<file path="src/rtl/tbi_comma_align_pkg.sv">
// Shared definitions for the TBI comma aligner: sync state encoding and
// the two 7-bit comma prefixes of K28.5 (both running disparities).
package tbi_comma_align_pkg;

  typedef enum logic [1:0] {
    LOS  = 2'd0,
    ACQ  = 2'd1,
    SYNC = 2'd2
  } sync_state_t;

  localparam logic [6:0] COMMA_P = 7'b0011111;
  localparam logic [6:0] COMMA_N = 7'b1100000;

  // True when the first seven bits of a code group form a comma.
  function automatic logic is_comma(input logic [9:0] cg);
    return (cg[9:3] == COMMA_P) || (cg[9:3] == COMMA_N);
  endfunction

endpackage

</file>
<file path="src/rtl/tbi_comma_align_comma_scan.sv">
// Combinational comma search over the 20-bit window. Candidate k starts
// k bits into the window (bit 19 is the oldest bit on the wire).
module tbi_comma_align_comma_scan
  import tbi_comma_align_pkg::*;
(
  input  logic [19:0] win,
  input  logic [3:0]  locked_offset,
  output logic [9:0]  hit_vec,
  output logic [3:0]  hit_lowest,
  output logic        hit_locked,
  output logic        hit_other
);

  logic [15:0] hit_ext;
  logic [9:0]  locked_mask;

  // Test every candidate offset for a comma prefix.
  always_comb begin
    hit_vec = '0;
    for (int k = 0; k < 10; k++) begin
      hit_vec[k] = is_comma(win[19-k -: 10]);
    end
  end

  // Lowest offset with a comma; scanning downward lets the smallest k win.
  always_comb begin
    hit_lowest = 4'd0;
    for (int k = 9; k >= 0; k--) begin
      if (hit_vec[k]) hit_lowest = 4'(k);
    end
  end

  // Split hits into the locked offset and everything else.
  always_comb begin
    hit_ext     = {6'b0, hit_vec};
    locked_mask = 10'b1 << locked_offset;
    hit_locked  = hit_ext[locked_offset];
    hit_other   = |(hit_vec & ~locked_mask);
  end

endmodule

</file>
<file path="src/rtl/tbi_comma_align.sv">
// Receive word aligner: finds the K28.5 comma in the raw SerDes stream,
// locks the bit-slip offset, delivers aligned code groups and tracks sync.
// tbi_out_valid qualifies tbi_out on every cycle it is high; there is no
// back-pressure, so the consumer must take each word while valid is 1.
module tbi_comma_align
  import tbi_comma_align_pkg::*;
#(
  parameter int ACQ_COMMAS    = 3,
  parameter int BAD_LIMIT     = 4,
  parameter int TIMEOUT_WORDS = 1024
) (
  input  logic        tbi_clk,
  input  logic        rst,
  input  logic [9:0]  raw_in,
  input  logic        realign_en,
  output logic [9:0]  tbi_out,
  output logic        tbi_out_valid,
  output logic        sync_status,
  output logic [3:0]  align_offset,
  output logic        comma_det,
  output sync_state_t state_dbg
);

  localparam int TW = $clog2(TIMEOUT_WORDS);
  localparam int AW = $clog2(ACQ_COMMAS + 1);
  localparam int BW = $clog2(BAD_LIMIT + 1);

  localparam logic [AW-1:0] ACQ_TARGET = AW'(ACQ_COMMAS);
  localparam logic [BW-1:0] BAD_MAX    = BW'(BAD_LIMIT);
  localparam logic [TW-1:0] TIMER_LAST = TW'(TIMEOUT_WORDS - 1);

  sync_state_t   state, state_nx;
  logic [9:0]    prev_raw;
  logic [19:0]   win, win_shift;
  logic [9:0]    cand;
  logic [9:0]    hit_vec;
  logic [3:0]    hit_lowest;
  logic          hit_locked, hit_other;
  logic [3:0]    offset_nx;
  logic [AW-1:0] acq_cnt, acq_nx;
  logic [BW-1:0] bad_cnt, bad_nx;
  logic [BW:0]   bad_sum;
  logic [TW-1:0] timer, timer_nx;
  logic          timeout;

  assign win = {prev_raw, raw_in};

  tbi_comma_align_comma_scan u_scan (
    .win           (win),
    .locked_offset (align_offset),
    .hit_vec       (hit_vec),
    .hit_lowest    (hit_lowest),
    .hit_locked    (hit_locked),
    .hit_other     (hit_other)
  );

  // Output mux: shifting left by the offset brings candidate k to the top.
  always_comb begin
    win_shift = win << align_offset;
    cand      = win_shift[19:10];
  end

  // Sync FSM next state; every register holds while realign_en is low.
  always_comb begin
    state_nx  = state;
    offset_nx = align_offset;
    acq_nx    = acq_cnt;
    bad_nx    = bad_cnt;
    timer_nx  = timer;
    bad_sum   = '0;
    timeout   = 1'b0;
    if (realign_en) begin
      unique case (state)
        LOS: begin
          if (|hit_vec) begin
            offset_nx = hit_lowest;
            acq_nx    = AW'(1);
            state_nx  = ACQ;
          end
        end
        ACQ: begin
          if (hit_locked) begin
            acq_nx = acq_cnt + AW'(1);
            if (acq_nx == ACQ_TARGET) begin
              state_nx = SYNC;
              bad_nx   = '0;
              timer_nx = '0;
            end
          end else if (hit_other) begin
            offset_nx = hit_lowest;
            acq_nx    = AW'(1);
          end
        end
        SYNC: begin
          // A locked comma outranks any stray comma in the same window.
          if (hit_locked) begin
            bad_nx   = '0;
            timer_nx = '0;
          end else begin
            timeout  = (timer == TIMER_LAST);
            timer_nx = timeout ? '0 : timer + TW'(1);
            bad_sum  = {1'b0, bad_cnt} + (BW+1)'(hit_other) + (BW+1)'(timeout);
            bad_nx   = (bad_sum >= {1'b0, BAD_MAX}) ? BAD_MAX : bad_sum[BW-1:0];
            if (bad_nx == BAD_MAX) state_nx = LOS;
          end
        end
        default: state_nx = LOS;
      endcase
    end
  end

  // Window, output pipeline, FSM state and counters.
  always_ff @(posedge tbi_clk or posedge rst) begin
    if (rst) begin
      prev_raw     <= '0;
      tbi_out      <= '0;
      comma_det    <= 1'b0;
      state        <= LOS;
      align_offset <= '0;
      acq_cnt      <= '0;
      bad_cnt      <= '0;
      timer        <= '0;
    end else begin
      prev_raw     <= raw_in;
      tbi_out      <= cand;
      comma_det    <= hit_locked;
      state        <= state_nx;
      align_offset <= offset_nx;
      acq_cnt      <= acq_nx;
      bad_cnt      <= bad_nx;
      timer        <= timer_nx;
    end
  end

  assign tbi_out_valid = (state == SYNC);
  assign sync_status   = (state == SYNC);
  assign state_dbg     = state;

endmodule

</file>
<file path="config.mk">
export PLATFORM = sky130hd
export DESIGN_NAME = tbi_comma_align
export DESIGN_NICKNAME = d
export VERILOG_FILES = /design/src/rtl/tbi_comma_align_pkg.sv /design/src/rtl/tbi_comma_align_comma_scan.sv /design/src/rtl/tbi_comma_align.sv
export SDC_FILE = /design/constraint.sdc
export NUM_CORES = 1
export LEC_CHECK = 0
export CAP_MARGIN = 20
export CORE_UTILIZATION = 58
export CTS_CLUSTER_DIAMETER = 120
export DETAILED_ROUTE_END_ITERATION = 8
export PLACE_DENSITY = 0.81
export SLEW_MARGIN = 20
export SYNTH_ARGS = -nofsm -noshare
export SYNTH_HDL_FRONTEND = slang
export SYNTH_HIERARCHICAL = 1
export SYNTH_SLANG_ARGS = --single-unit
</file>
<file path="constraint.sdc">
create_clock -name tbi_clk -period 4.1 [get_ports tbi_clk]
set_input_delay 0.82 -clock tbi_clk [delete_from_list [all_inputs] [get_ports tbi_clk]]
set_output_delay 0.82 -clock tbi_clk [all_outputs]
set_load 0.03 [all_outputs]
</file>
==> After elaboration in Yosys (flattened, before gate mapping) <==
Cells that the tools add are included.
{ "op_classes": {"addsub": 4, "n_lt_le_gt_ge": 2, "n_eq_ne": 33, "n_shift": 2, "n_mux": 35, "n_bitwise": 2, "reduce_logical": 19} }
{ "ops": {"columns": ["op", "count"], "rows": [
  ["equality test 7 x 5 -> 1 bit, second input constant", 10],
  ["equality test 7 bit, second input constant", 10],
  ["2-to-1 mux 4 bit", 13],
  ["2-to-1 mux 10 bit", 4],
  ["case mux 10 bit (2 select lines)", 1],
  ["OR reduction 10 bit", 2],
  ["<< shifter 20 x 4 -> 20 bit", 1],
  ["2-to-1 mux 2 bit", 7],
  ["2-to-1 mux 3 bit", 4],
  ["!= test 2 bit, second input constant", 6],
  ["adder 10 x 1 -> 10 bit, second input constant", 1],
  ["bitwise AND 10 bit", 1],
  ["equality test 10 bit, second input constant", 1],
  ["logical OR 1 bit", 10],
  ["inverter 10 bit", 1],
  ["<< shifter 1 x 4 -> 10 bit, first input constant", 1],
  ["case mux 4 bit (2 select lines)", 1],
  ["AND reduction 4 bit", 2],
  ["case mux 2 bit (3 select lines)", 1],
  ["case mux 3 bit (2 select lines)", 1],
  ["AND reduction 6 bit", 1],
  ["less-than comparator 4 x 5 -> 1 bit, second input constant", 1],
  ["AND reduction 5 bit", 1],
  ["adder 3 x 1 -> 4 bit", 1],
  ["13 further kinds", 15]
]} }
{ "totals": {"register_bits": 42, "input_bits": 13, "output_inout_bits": 19, "wordCells": 105} }

==> Depth between registers and ports, before layout <==
{ "logic_depth": {"word_depth": 15, "ltp_mapped": 15, "ltp_nobuf": 14} }

==> Hierarchy <==
The synthesis kept the hierarchy.
{ "by_module_without_submodules": {"columns": ["module", "n_inst", "cells_each", "area_each_um2", "seq_area_each_um2"], "rows": [
  ["tbi_comma_align", 1, 232, 2477.4, 1051.0],
  ["tbi_comma_align_comma_scan", 1, 105, 715.7, 0.0]
]} }

==> Worst setup path before layout <==
No wires, ideal clock.
{ "synth_path": {"path_kind": "input to register", "from": "input port raw_in[9]", "to": "register bad_cnt[0]", "setup_time_ns": 0.074, "arrival_ns": 3.354, "t_required_ns": 4.026, "setup_slack_ns": 0.672, "path_stages": 14, "n_path_buf": 0, "path_cell_list": "nor2_1 > nand2_1 > o32ai_1 > nor4_4 > a2bb2o_4 > or4_1 > inv_1 > fa_1 > inv_1 > ha_1 > and2_1 > a21oi_1 > or4_4 > o21ai_2"} }
{ "synth_via": {"elab_chain_cells": 10, "elab_cells_between_ends": 30, "cone_classes": "add/sub: 2; order compare: 1; eq/ne: 13; mux: 5; bitwise: 1; reduce/logical: 8"} }
{ "synth_lines": {"columns": ["element", "line", "source"], "rows": [
  ["start: declaration", "tbi_comma_align.sv:14", "input logic [9:0] raw_in,"],
  ["equality test 7 x 5 -> 1 bit / equality test 7 bit (equally long branches)", "tbi_comma_align_pkg.sv:16", "return (cg[9:3] == COMMA_P) || (cg[9:3] == COMMA_N);"],
  ["logical OR 1 bit (*)", "tbi_comma_align_pkg.sv:16", null],
  ["via hit_vec[5]", "tbi_comma_align.sv:36", "logic [9:0] hit_vec;"],
  ["bitwise AND 10 bit (*)", "tbi_comma_align_comma_scan.sv:38", "hit_other = |(hit_vec & ~locked_mask);"],
  ["OR reduction 10 bit (*)", "tbi_comma_align_comma_scan.sv:38", null],
  ["via hit_other", "tbi_comma_align.sv:38", "logic hit_locked, hit_other;"],
  ["adder 3 x 1 -> 4 bit (*)", "tbi_comma_align.sv:102", "bad_sum = {1'b0, bad_cnt} + (BW+1)'(hit_other) + (BW+1)'(timeout);"],
  ["adder 4 x 1 -> 4 bit (*)", "tbi_comma_align.sv:102", null],
  ["greater-or-equal comparator 4 x 3 -> 1 bit", "tbi_comma_align.sv:103", "bad_nx = (bad_sum >= {1'b0, BAD_MAX}) ? BAD_MAX : bad_sum[BW-1:0];"],
  ["2-to-1 mux 3 bit (*)", "tbi_comma_align.sv:103", null],
  ["2-to-1 mux 3 bit (*)", "tbi_comma_align.sv:96", "if (hit_locked) begin"],
  ["case mux 3 bit (2 select lines) (*)", "tbi_comma_align.sv:73", "unique case (state)"],
  ["end signal: assignment", "tbi_comma_align.sv:130", "bad_cnt <= bad_nx;"],
  ["end: declaration", "tbi_comma_align.sv:41", "logic [BW-1:0] bad_cnt, bad_nx;"]
]} }
The timed path passes the listed nets; every way through them passes the cells marked *. The select of a mux whose other input is x is not followed.
A chain may end at the register's enable or synchronous reset.

==> Worst setup path in the final report <==
{ "layout_path": {"from": "input port raw_in[7]", "to": "register state[1], in the netlist state_dbg[1]"} }
{ "layout_via": {"elab_chain_cells": 11, "elab_cells_between_ends": 27, "cone_classes": "add/sub: 2; order compare: 1; eq/ne: 13; mux: 3; bitwise: 1; reduce/logical: 7"} }
{ "layout_lines": {"columns": ["element", "line", "source"], "rows": [
  ["equality test 7 x 5 -> 1 bit / equality test 7 bit (equally long branches)", "tbi_comma_align_pkg.sv:16", null],
  ["logical OR 1 bit (*)", "tbi_comma_align_pkg.sv:16", null],
  ["via hit_vec[9]", "tbi_comma_align.sv:36", null],
  ["bitwise AND 10 bit (*)", "tbi_comma_align_comma_scan.sv:38", null],
  ["OR reduction 10 bit (*)", "tbi_comma_align_comma_scan.sv:38", null],
  ["via hit_other", "tbi_comma_align.sv:38", null],
  ["adder 3 x 1 -> 4 bit (*)", "tbi_comma_align.sv:102", null],
  ["adder 4 x 1 -> 4 bit (*)", "tbi_comma_align.sv:102", null],
  ["greater-or-equal comparator 4 x 3 -> 1 bit", "tbi_comma_align.sv:103", null],
  ["2-to-1 mux 3 bit (*)", "tbi_comma_align.sv:103", null],
  ["equality test 3 bit (*)", "tbi_comma_align.sv:104", "if (bad_nx == BAD_MAX) state_nx = LOS;"],
  ["!= test 2 x 1 -> 1 bit (no line) (*)", null, null],
  ["AND reduction 6 bit (no line) (*)", null, null],
  ["end signal: assignment", "tbi_comma_align.sv:127", "state <= state_nx;"],
  ["end: declaration", "tbi_comma_align.sv:32", "sync_state_t state, state_nx;"]
]} }
Marked as above.

==> results.yml <==
pwr:
  swShare_pct: 40.96
  p_switching_mw: 0.7485
  power_frac_comb_pct: 55.2
  power.internal_mw: 1.079
  clkPwrFrac_pct: 13.9
  irDropWorstVdd_mv: 0.3767
  cellLeakagePower_nw: 1.509
  pwr_density_cell_nw_per_um2: 484.1
  p_seq_share_pct: 30.9
final_layout:
  fin_cells: 450
  num_antenna_cells: 0
  fill_cells: 398
  drive_above_1_share_pct: 18.95
  fin_nets: 397
  area_delta_synth_final_pct: 18.22
critical_path:
  start_kind: "primary input"
  cp.required_ns: 4.28
  cp.buffers_inverters: 6
  r2r_cells: 15
  slowest_stage: "or4_1"
  slowest_delay_ns: 0.53
  critPathMaxFanout: 5
  end_kind: "flip-flop"
  crit_path_cell_trace: "clkdlybuf4s50_1, buf_4, nand4_1, o32ai_2, buf_4, a211oi_1, nor2_1, or4_1, inv_1, fa_1, inv_1, ha_1, and2_1, buf_4, a211oi_1, o21ai_0, o2bb2ai_1"
  worst_path_most_repeated_cell: "buf_4"
  r2r_slack_ns: 0.48
  crit_family: "buffers and inverters"
  worstPathArrival_ns: 3.97
  cp_num_cells: 17
  crit_type: "primary input to flip-flop"
floorplan:
  initial_utilization_pct: 61.35
  die-area_um2: 5806
  rows: 26
  die_x_um: 76.20
  core_area_um2: 5205
  die_h_um: 76.20
  boundaryPins: 32
synth:
  synth_async_sr_flop_share_pct: 100.0
  synth_adder_area_share_pct: 1.803
  synth.distinct_cells: 68
  yosys_most_used_dff: "dfrtp_1"
  synth_top_area_cell: "dfrtp_1"
  synth_compound_area_share_pct: 18.26
  syn_area_per_cell_um2: 9.475
  synth_area_leaders: "dfrtp_1 33%, mux2i_1 6.3%, nand2_1 3.8%, mux2_2 3.5%, mux4_2 3.5%"
  yosys.area_share.xor_xnor_pct: 0
  netlist.area_leader.share_pct: 32.92
  synth-edff-count: 0
  synth-seq-area-share_pct: 32.92
  synthMuxAreaShare_pct: 17.63
  ys.warnings.count: 6
  synthSimpleGateAreaFrac_pct: 23.94
  synth_top_family_by_area: "simple AND/OR/NAND/NOR gates"
  synth-seq-cells: 42
  syn-num-nets: 354
  syn_area_um2: 3193
  syn-instance-count: 337
route:
  wl_per_cell_um: 17.16
  drt-initial-drc-count: 233
  antenna_left: 0
  vias_per_cell: 6.411
  drcViolationCount: 0
  drtPass1Iterations: 5
  routed_wl_mm: 7.723
  vias: 2885
timing:
  worst_slew_pin_slew_ns: 0.5229
  post-route-period-util_pct: 92.36
  holdWs_ns: 0.4756
  min_period_ns: 3.787
  rsz0062_at_grt: "false"
  fmax_mhz: 264.1
  maxSlewHeadroom_pct: 64.14
  skew_ns: 0.007862
  slew_violations: 0
  finalSetupViolCount: 0
  hold_viol_final: 0
clock_tree:
  cts_made_buffers: 5
  path_clk_slew_ns: 0.08
  cts_buffer_depth: 2
  cts_resized: 0
  hold_buffers: 0
  cts_setup_buffers: 0
  clk_latency_ns: 0.30
  cts_max_level: 2
  clkSinkCount: 42
  cts_tree: "built"
  root_buffer: "clkbuf_8"
placement:
  port_buffers: 31
  dp_hpwl_mm: 5.452
  place_inst: 443
  gp_congestion: 0.9172
worst_hold_path:
  min_path_cells: 1
  min_path_type: "flip-flop to flip-flop"
grt:
  grt_pass1_vias: 2703
  grt.total_usage_pct: 28.59
  grt-ovfl-total: 0
  grt_pass1_wl_mm: 13.42
  antenna_found_initial: 0
  grt_max_degree: 43
job:
  maxCapViolCount: 0
status:
  outcome: "finished, final reports clean"
final timing paths:
check / from / endpoint
min in group asynchronous: rst / timer[6]
max in group asynchronous: rst / timer[8]
worst min-delay path: timer[8] / timer[8]
worst max register to register: prev_raw[5] / state_dbg[1]
worst min register to register: timer[8] / timer[8]
worst max-delay path: raw_in[7] / state_dbg[1]
state kept, by name, indices dropped and copies added, names as in the netlist:
register / cells
tbi_out: 10
timer: 10
acq_cnt: 2
bad_cnt: 3
state_dbg: 2
align_offset: 4
prev_raw: 10
comma_det: 1
layout make-up:
cell class / count / area, um^2 / area share, %
Multi-Input combinational cell: 263 / 2006 / 53.13
Sequential cell: 42 / 1051 / 27.84
Timing Repair Buffer: 57 / 513.0 / 13.59
Tap cell: 70 / 87.58 / 2.320
Clock buffer: 7 / 76.32 / 2.022
Inverter: 11 / 41.29 / 1.094
cells in the mapped netlist (3+ instances only):
cell type,n
a2111oi_0,3
a211oi_1,6
a21oi_1,6
a22o_1,4
a31oi_1,4
and2_1,5
and2b_1,3
buf_2,4
buf_4,3
buf_6,5
clkbuf_1,8
dfrtp_1,42
ha_1,3
inv_1,11
mux2_2,10
mux2_4,5
mux2i_1,20
mux4_2,5
nand2_1,32
nand2b_1,9
nand3_1,16
nand4_1,8
nor2_1,25
nor2b_1,3
nor3_1,4
nor4_1,5
o21a_1,3
o21ai_0,19
o21ai_1,3
o21ai_2,3
o22ai_1,4
or3_1,3
or4_1,6
layer usage:
layer  up-vias  wire, um  global-route usage, %
met5         -         0                      0
met1      1409      3507                  40.14
met4         0       113                  7.885
met3        12       397                  3.713
li1       1362         -                      -
met2       102      3705                  46.64
kinds of logic after synthesis:
kind of cell / Yosys count
buffers and inverters: 32
adders and majority gates: 4
AOI/OAI and AO/OA: 78
DFF: 42
and+or+nand+nor: 138
muxes: 43
stage by stage:
step / TNS, ns / power [mW] / utilization, % / cell area, um^2 / setup slack (ns)
floorplan: 0 / 1.299 / - / 3193 / 0.6719
global placement: -0.08448 / 1.553 / 70.19 / 3654 / -0.08448
detailed placement: -0.2025 / 1.567 / 70.19 / 3654 / -0.1419
CTS: 0 / 1.823 / 71.66 / 3730 / 0.1331
global route: 0 / 1.935 / 72.52 / 3775 / 0.05539
finish: 0 / 1.828 / 72.52 / 3775 / 0.3132
cell usage in the layout (no fill, tap or decap), drive strengths merged, types with 6 or more instances in the layout:
cell | synthesis | layout
nand4 | 8 | 8
nand3 | 16 | 16
mux2 | 15 | 15
or4 | 7 | 7
a211oi | 6 | 6
nor2 | 26 | 26
o21ai | 25 | 25
inv | 11 | 11
dfrtp | 42 | 42
mux2i | 22 | 22
nor4 | 6 | 6
a21oi | 6 | 6
clkdlybuf4s50 | 0 | 28
clkbuf | 8 | 7
nand2b | 9 | 9
buf | 13 | 26
mux4 | 6 | 6
nand2 | 32 | 32
power by group through the flow:
stage / logic (mW) / clock network, mW / registers [mW]
after floorplan: 0.584 / 0 / 0.714
final: 1.01 / 0.253 / 0.565
after CTS: 0.999 / 0.259 / 0.565
after detailed placement: 0.994 / 0 / 0.573
after global placement: 0.985 / 0 / 0.568
after global routing: 1.08 / 0.274 / 0.579
Note: power is estimated with default switching activity, not from simulation.
